`src/rtl/bus_pkg.sv`:
```
// bus_pkg: shared state encoding and default sizes for bus_rr_arbiter
package bus_pkg;
  typedef enum logic {IDLE = 1'b0, BUSY = 1'b1} state_t;
  localparam int DEFAULT_WIDTH = 4;
  localparam int DEFAULT_NUM_SRC = 4;
  localparam int XFER_CNT_W = 16;
endpackage

```
`src/rtl/rr_pick.sv`:
```
// rr_pick: combinational round-robin search; req/ptr in, first requester at or after ptr (with wrap) as winner, any_req out
module rr_pick #(
  parameter int NUM_SRC = bus_pkg::DEFAULT_NUM_SRC,
  localparam int IDX_W = $clog2(NUM_SRC)
) (
  input  logic [NUM_SRC-1:0] req,
  input  logic [IDX_W-1:0]   ptr,
  output logic [IDX_W-1:0]   winner,
  output logic               any_req
);
  logic [IDX_W-1:0] k;
  always_comb begin
    winner = '0;
    k = '0;
    any_req = |req;
    for (int i = NUM_SRC - 1; i >= 0; i--) begin
      k = IDX_W'((int'(ptr) + i) % NUM_SRC);
      winner = req[k] ? k : winner;
    end
  end
endmodule

```
`src/rtl/bus_rr_arbiter.sv`:
```
// bus_rr_arbiter: round-robin NUM_SRC->1 registered bus arbiter; in: clk, rst_n, src_req, src_data, bus_ready; out: src_ack, bus_valid, bus_data, bus_gnt_idx (+ xfer_cnt when BUS_XFER_CNT_EN is defined)
module bus_rr_arbiter
  import bus_pkg::*;
#(
  parameter int WIDTH = DEFAULT_WIDTH,
  parameter int NUM_SRC = DEFAULT_NUM_SRC,
  localparam int IDX_W = $clog2(NUM_SRC)
) (
  input  logic                     clk,
  input  logic                     rst_n,
  input  logic [NUM_SRC-1:0]       src_req,
  input  logic [NUM_SRC*WIDTH-1:0] src_data,
  output logic [NUM_SRC-1:0]       src_ack,
  output logic                     bus_valid,
  input  logic                     bus_ready,
  output logic [WIDTH-1:0]         bus_data,
  output logic [IDX_W-1:0]         bus_gnt_idx
`ifdef BUS_XFER_CNT_EN
  ,
  output logic [XFER_CNT_W-1:0]    xfer_cnt
`endif
);
  state_t state;
  logic [IDX_W-1:0] rr_ptr, winner;
  logic any_req, capture;
  rr_pick #(.NUM_SRC(NUM_SRC)) u_pick (
    .req(src_req),
    .ptr(rr_ptr),
    .winner(winner),
    .any_req(any_req)
  );
  assign capture = rst_n && any_req && (state == IDLE || bus_ready);
  assign src_ack = capture ? NUM_SRC'(1) << winner : '0;
  assign bus_valid = state == BUSY;
  always_ff @(posedge clk or negedge rst_n) begin
    if (!rst_n) begin
      state <= IDLE;
      bus_data <= '0;
      bus_gnt_idx <= '0;
      rr_ptr <= '0;
    end else if (capture) begin
      state <= BUSY;
      bus_data <= src_data[winner*WIDTH +: WIDTH];
      bus_gnt_idx <= winner;
      rr_ptr <= winner == IDX_W'(NUM_SRC - 1) ? '0 : winner + 1'b1;
    end else if (bus_ready) begin
      state <= IDLE;
    end
  end
`ifdef BUS_XFER_CNT_EN
  always_ff @(posedge clk or negedge rst_n) begin
    if (!rst_n) xfer_cnt <= '0;
    else if (bus_valid && bus_ready) xfer_cnt <= xfer_cnt + 1'b1;
  end
`endif
endmodule

```
`config.mk`:
```
export PLATFORM = sky130hd
export DESIGN_NAME = bus_rr_arbiter
export DESIGN_NICKNAME = d
export VERILOG_FILES = /design/src/rtl/bus_pkg.sv /design/src/rtl/rr_pick.sv /design/src/rtl/bus_rr_arbiter.sv
export SDC_FILE = /design/constraint.sdc
export NUM_CORES = 1
export LEC_CHECK = 0
export ABC_AREA = 1
export CAP_MARGIN = 5
export CORE_MARGIN = 1
export CORE_UTILIZATION = 38
export CTS_BUF_LIST = sky130_fd_sc_hd__clkbuf_16
export DETAILED_ROUTE_END_ITERATION = 8
export PLACE_DENSITY = 0.76
export REMOVE_ABC_BUFFERS = 1
export SYNTH_ARGS = -nofsm -noshare
export SYNTH_HDL_FRONTEND = slang
export SYNTH_HIERARCHICAL = 1
export SYNTH_SLANG_ARGS = --single-unit
```
`constraint.sdc`:
```
create_clock -name clk -period 1.8 [get_ports clk]
set_input_delay 0.36 -clock clk [delete_from_list [all_inputs] [get_ports clk]]
set_output_delay 0.36 -clock clk [all_outputs]
set_load 0.1 [all_outputs]
```
==> results of run 1 <==
==> routing by layer <==
layer	vias up	wire length [um]	GRT usage
met5	-	0	0
met4	0	233	0.260
met3	29	186	0.0748
met2	76	1790	0.546
met1	539	1250	0.281
li1	537	-	-
==> cell usage in the layout (no fill, tap or decap), drive strengths merged <==
master,n
nand2,69
inv,33
buf,31
clkdlybuf4s50,18
nand3,17
dfrtp,9
nor2,5
ha,4
dlygate4sd2,4
clkbuf,3
o21ai,3
a21oi,1
nand4,1
==> cell usage after synthesis <==
library cell	n
inv_2	2
nand3_1	17
buf_6	2
nor2_2	4
inv_4	1
inv_1	29
nand2_2	2
nor2_1	1
ha_1	4
o21ai_0	3
nand4_1	1
a21oi_4	1
buf_4	1
dfrtp_1	9
nand2_1	67
==> through the flow <==
| step | utilization | setup TNS [ns] |
|---|---|---|
| floorplan | - | -3.13 |
| global placement | 0.700 | -4.17 |
| detailed placement | 0.700 | -5.46 |
| CTS | 0.826 | -2.30 |
| global route | 0.843 | -4.05 |
| finish | 0.843 | -3.04 |
==> cell type report <==
cell class	instances	share of cell area
clock buffer	3	0.0441
clock inverter	1	0.00220
inverter	32	0.0778
multi-input combinational	100	0.368
sequential	9	0.134
tap	27	0.0198
timing repair buffer	53	0.355
==> path summary, 6_finish.rpt <==
check / start / end / slack (ns)
max: rr_ptr[0] / src_ack[3] / -0.58
min: rst_n / bus_gnt_idx[1] / 0.51
max reg2reg: rr_ptr[0] / bus_data[0] / -0.21
min reg2reg: bus_data[1] / bus_data[1] / 0.55
max in group asynchronous: rst_n / rr_ptr[1] / 1.14
min in group clk: bus_data[1] / bus_data[1] / 0.55
==> state kept, by name (all words and copies together) (netlist names) <==
signal	flops
bus_gnt_idx	2
rr_ptr	2
bus_valid	1
bus_data	4
==> cells by family after synthesis <==
kind of cell / Yosys count / share of synthesized area
fa+ha+maj: 4 / 0.0593
flops: 9 / 0.267
simple gates: 92 / 0.455
buf+inv: 35 / 0.181
compound gates: 4 / 0.0371
==> critical path: cells and delay by family, from the launching register on <==
family        cells  cell delay, ns
buf+inv           5            0.57
fa+ha+maj         1            0.15
flops             1            0.48
simple gates      7            0.57
==> what timing repair did <==
item / 4_1_cts / 5_1_grt
hold buffers: 0 / 0
gates resized for setup: 56 / 13
gates cloned: 0 / 0
buffers inserted: 3 / 1
pin swaps: 20 / 10
endpoints found under the setup margin: 11 / 12
==> impl_results.md, run 1 <==
* Slowest CP cell: dfrtp_2
* Finished Cell Area at 1700 um2
* CTS tree: built
* Final-report max-slew violation count at 0
* DPL Wire Length at 1980 um
* Routed WL at 3460 um
* Critical Path Start Type: flop
* Failing checks: negative setup slack
* Max Fanout on Critical Path at 8
* Seq. cell area at 228 um2
* Netlist cell types at 15
* Kind of critical path: reg -> out
* Fmax at 420 MHz
* Placer Congestion at 0.785
* Worst reg2reg path depth at 18
* Hold Slack at 0.507 ns
* Placed Area at 1420 um2
* Slew at the pin closest to its max-slew limit at 0.230 ns
* Synth warnings at 6
* Finished Layout Cells at 225
* Remaining DRCs at 0
* Vias per std cell at 5.25
* Clock insertion delay at the later pin of the skew report at 0.24 ns
* Initial core utilization at 0.417
* Final ANT Viol Nets at 0
* Die Span Y at 49.1 um
* Cell count after placement at 218
* RSZ-0062 raised after global routing: true
* Seq cells post-synth at 9
* Area share of the largest cell type after synthesis at 0.298
* Initial antenna violation count at 0
* IO Count at 34
* Period minus WS final at 2.38 ns
* Worst Path Required at 1.44 ns
* CTS Buf Count at 3
* PortBufs at 33
* Mapped Cells at 144
* Sink Count at 9
* Worst Path Arrival at 2.02 ns
* Fin. Hold Viols at 0
* Vias at 1181
* Most frequent CP cell: nand2_1
* Min setup slack post-route at -0.583 ns
* First-pass DRT Iterations at 5
* Final setup violation count at 9
* Post-synthesis sequential area ratio at 0.267
* Layout area overhead at 102%
* Area occupied by multi-input gates at 627 um2
* Max Root-Sink Buffers at 2
* Fillers at 123
* Slew headroom at 0.847
* Layout cells sized above 1 at 0.449
* Gr usage total at 0.303
* Total gr overflow at 0
* CTS root buf: clkbuf_16
* First-pass GRT wire length at 5370 um
* Post-synthesis cell type with the largest combined area: nand2_1
* Syn avg cell area at 5.86 um2
* Post-route clock period utilization at 1.32
* Pre-CTS setup slack at -0.706 ns
* Row cnt at 16
* Clock-pin slew on the worst setup and hold paths at 0.04 ns
* Diode count at 0
* Max H-tree Level at 1
* Number of global-route vias before repair at 1231
* Hold crit path type: in -> async
* Largest net degree at the start of global routing at 10
* Top cells by area, synth: nand2_1 (30%), dfrtp_1 (27%), inv_1 (13%)
* DRT iter0 DRCs at 34
* CP cell instances: inv_4 -> nand2_1 -> nand3_1 -> nand2_1 -> inv_2 -> nand2_1 -> nand2_1 -> nand2_2 -> inv_4 -> ha_4 -> inv_1 -> nor2_2 -> buf_12
* Max stage delay on crit path at 0.48 ns
* Die ar. at 2410 um2
* Nets at 226
* Mapped cell area at 843 um2
* Status: complete, but fails checks
* Fin Clk Skew at 0.00648 ns
* CP endpoint kind: output port
* Die extent in x at 49.1 um
* Max Cap Violations at 0
* Placeable core area at 2020 um2
* Per-cell routed wire length at 15.4 um
Power of run 1 is not shown: default switching activity piles up to over one toggle a cycle in this logic, so the estimate is an artifact.
==> inputs of run 2 (changes only) <==
--- a/config.mk
+++ b/config.mk
@@ -6,6 +6,7 @@
 export NUM_CORES = 1
 export LEC_CHECK = 0
 export ABC_AREA = 1
+export ABC_CLOCK_PERIOD_IN_PS = 1800
 export CAP_MARGIN = 5
 export CORE_MARGIN = 1
 export CORE_UTILIZATION = 38
==> results of run 2 <==
The final DEF is identical to that of run 1; final timing and power are the same.
Power of run 2 is left out for the same reason.
==> inputs of run 3 (changes only) <==
--- a/config.mk
+++ b/config.mk
@@ -8,13 +8,15 @@
 export ABC_AREA = 1
 export ABC_CLOCK_PERIOD_IN_PS = 1800
 export CAP_MARGIN = 5
-export CORE_MARGIN = 1
+export CORE_MARGIN = 5
 export CORE_UTILIZATION = 38
 export CTS_BUF_LIST = sky130_fd_sc_hd__clkbuf_16
 export DETAILED_ROUTE_END_ITERATION = 8
 export PLACE_DENSITY = 0.76
 export REMOVE_ABC_BUFFERS = 1
+export SLEW_MARGIN = 30
 export SYNTH_ARGS = -nofsm -noshare
 export SYNTH_HDL_FRONTEND = slang
 export SYNTH_HIERARCHICAL = 1
 export SYNTH_SLANG_ARGS = --single-unit
+export TNS_END_PERCENT = 50
==> run 3 against run 2 <==
The run still ends with negative setup slack left. Sequential share of layout area fell by 0.76 points. First-iteration DRC count grew 2.9%. Final area grew 6.0%. Global-route usage shrank 10 points.
==> impl_results.md, run 3 (synthesized netlist as in run 1, its figures left out) <==
* Worst Path Required at 1.44 ns
* Die Span Y at 57.1 um
* Worst Path Arrival at 2.00 ns
* Placeable core area at 2170 um2
* CTS Buf Count at 3
* CP endpoint kind: output port
* Final core utilization at 0.833
* Top Registers: bus_data (4), bus_gnt_idx (2), rr_ptr (2)
* Vias per std cell at 4.77
* Worst r2r src: rr_ptr[0]
* Initial antenna violation count at 0
* Remaining DRCs at 0
* DRT iter0 DRCs at 35
* Final ANT Viol Nets at 0
* Fin Clk Skew at 0.00182 ns
* Status: complete, but fails checks
* Layout area overhead at 114%
* Post-route clock period utilization at 1.31
* Die ar. at 3260 um2
* Max Root-Sink Buffers at 2
* Max Cap Violations at 0
* Number of flip-flops in the largest register at 4
* Fmax at 424 MHz
* Max Fanout on Critical Path at 5
* IO Count at 34
* Kind of critical path: reg -> out
* Failing checks: negative setup slack
* Vias at 1116
* Period minus WS final at 2.36 ns
* Die extent in x at 57.1 um
* Diode count at 0
* Final-report max-slew violation count at 0
* Fin. Hold Viols at 0
* Gr usage total at 0.201
* Placer Congestion at 0.815
* Most frequent cells in the layout: nand2_1 (46), buf_4 (23), inv_1 (19), nand2_2 (19), clkdlybuf4s50_1 (18)
* Min setup slack post-route at -0.557 ns
* Slew at the pin closest to its max-slew limit at 0.213 ns
* Layout cells sized above 1 at 0.485
* CTS root buf: clkbuf_16
* Per-cell routed wire length at 13.9 um
* Number of global-route vias before repair at 1190
* Critical path origin: rr_ptr[0]
* RSZ-0062 raised after global routing: true
* Slew headroom at 0.857
* Worst reg2reg path depth at 19
* First-pass DRT Iterations at 4
* Max H-tree Level at 1
* Row cnt at 17
* TNS Setup at -3.56 ns
* Hold crit path type: in -> async
* Total gr overflow at 0
* Initial core utilization at 0.389
* CTS tree: built
* PortBufs at 33
* Largest net degree at the start of global routing at 11
* Final setup violation count at 12
* Nets at 234
* Sink Count at 9
* Critical Path Start Type: flop
* First-pass GRT wire length at 5150 um
* DPL Wire Length at 1920 um
* Routed WL at 3240 um
* Biggest register: bus_data
* Clock insertion delay at the later pin of the skew report at 0.23 ns
* Clock-pin slew on the worst setup and hold paths at 0.04 ns
* Most common cell after layout, fill and taps aside: nand2_1
==> run 3: what timing repair did <==
| action | 4_1_cts | 5_1_grt |
|---|---|---|
| pin swaps | 18 | 11 |
| setup endpoints to repair | 10 | 12 |
| hold buffers | 0 | 0 |
| gates resized for setup | 55 | 20 |
| setup buffers | 12 | 2 |
==> run 3: per-layer routing <==
layer	GRT usage	share of wire	wire, um
met1	0.190	0.33	1070
met2	0.390	0.56	1830
met3	0.0452	0.065	210
met4	0.113	0.043	138
met5	0	0	0
==> run 3: cell type report <==
cell class                 instances  area (um2)
clock buffer                       3        75.1
multi-input combinational        100         656
timing repair buffer              61         677
clock inverter                     1        3.75
inverter                          32         133
sequential                         9         228
fill                             141         363
tap                               28        35.0
==> run 3: path summary, 6_finish.rpt <==
kind,to,slack (ns)
hold / removal,bus_valid,0.47
min in group clk,bus_data[0],0.55
setup / recovery,src_ack[0],-0.56
max in group asynchronous,rr_ptr[0],1.18
setup reg to reg,bus_data[2],-0.28
hold reg to reg,bus_data[0],0.55
==> run 3: per-stage QoR <==
stage | std cells | area (um2) | worst slack (ns) | hold slack (ns)
3_5_place_dp | 217 | 1400 | -0.677 | 0.531
2_1_floorplan | 141 | 813 | -0.814 | 0.0644
4_1_cts | 232 | 1720 | -0.484 | 0.475
5_1_grt | 234 | 1810 | -0.668 | 0.491
6_report | 234 | 1810 | -0.557 | 0.474
3_3_place_gp | 217 | 1400 | -0.580 | 0.529
==> run 3: worst max-delay path, stage by stage, from the launching register on <==
cell and delay, ns:
dfrtp_2 0.45, buf_12 0.16, nand2_2 0.07, nand2_2 0.06, nand2_2 0.07, nand2_2 0.07
nand2_2 0.08, nand2_1 0.05, nand2_1 0.06, nand2_1 0.07, inv_2 0.14, inv_4 0.07
ha_4 0.16, inv_2 0.06, nor2_4 0.04, buf_12 0.16
Power of run 3 is left out for the same reason.
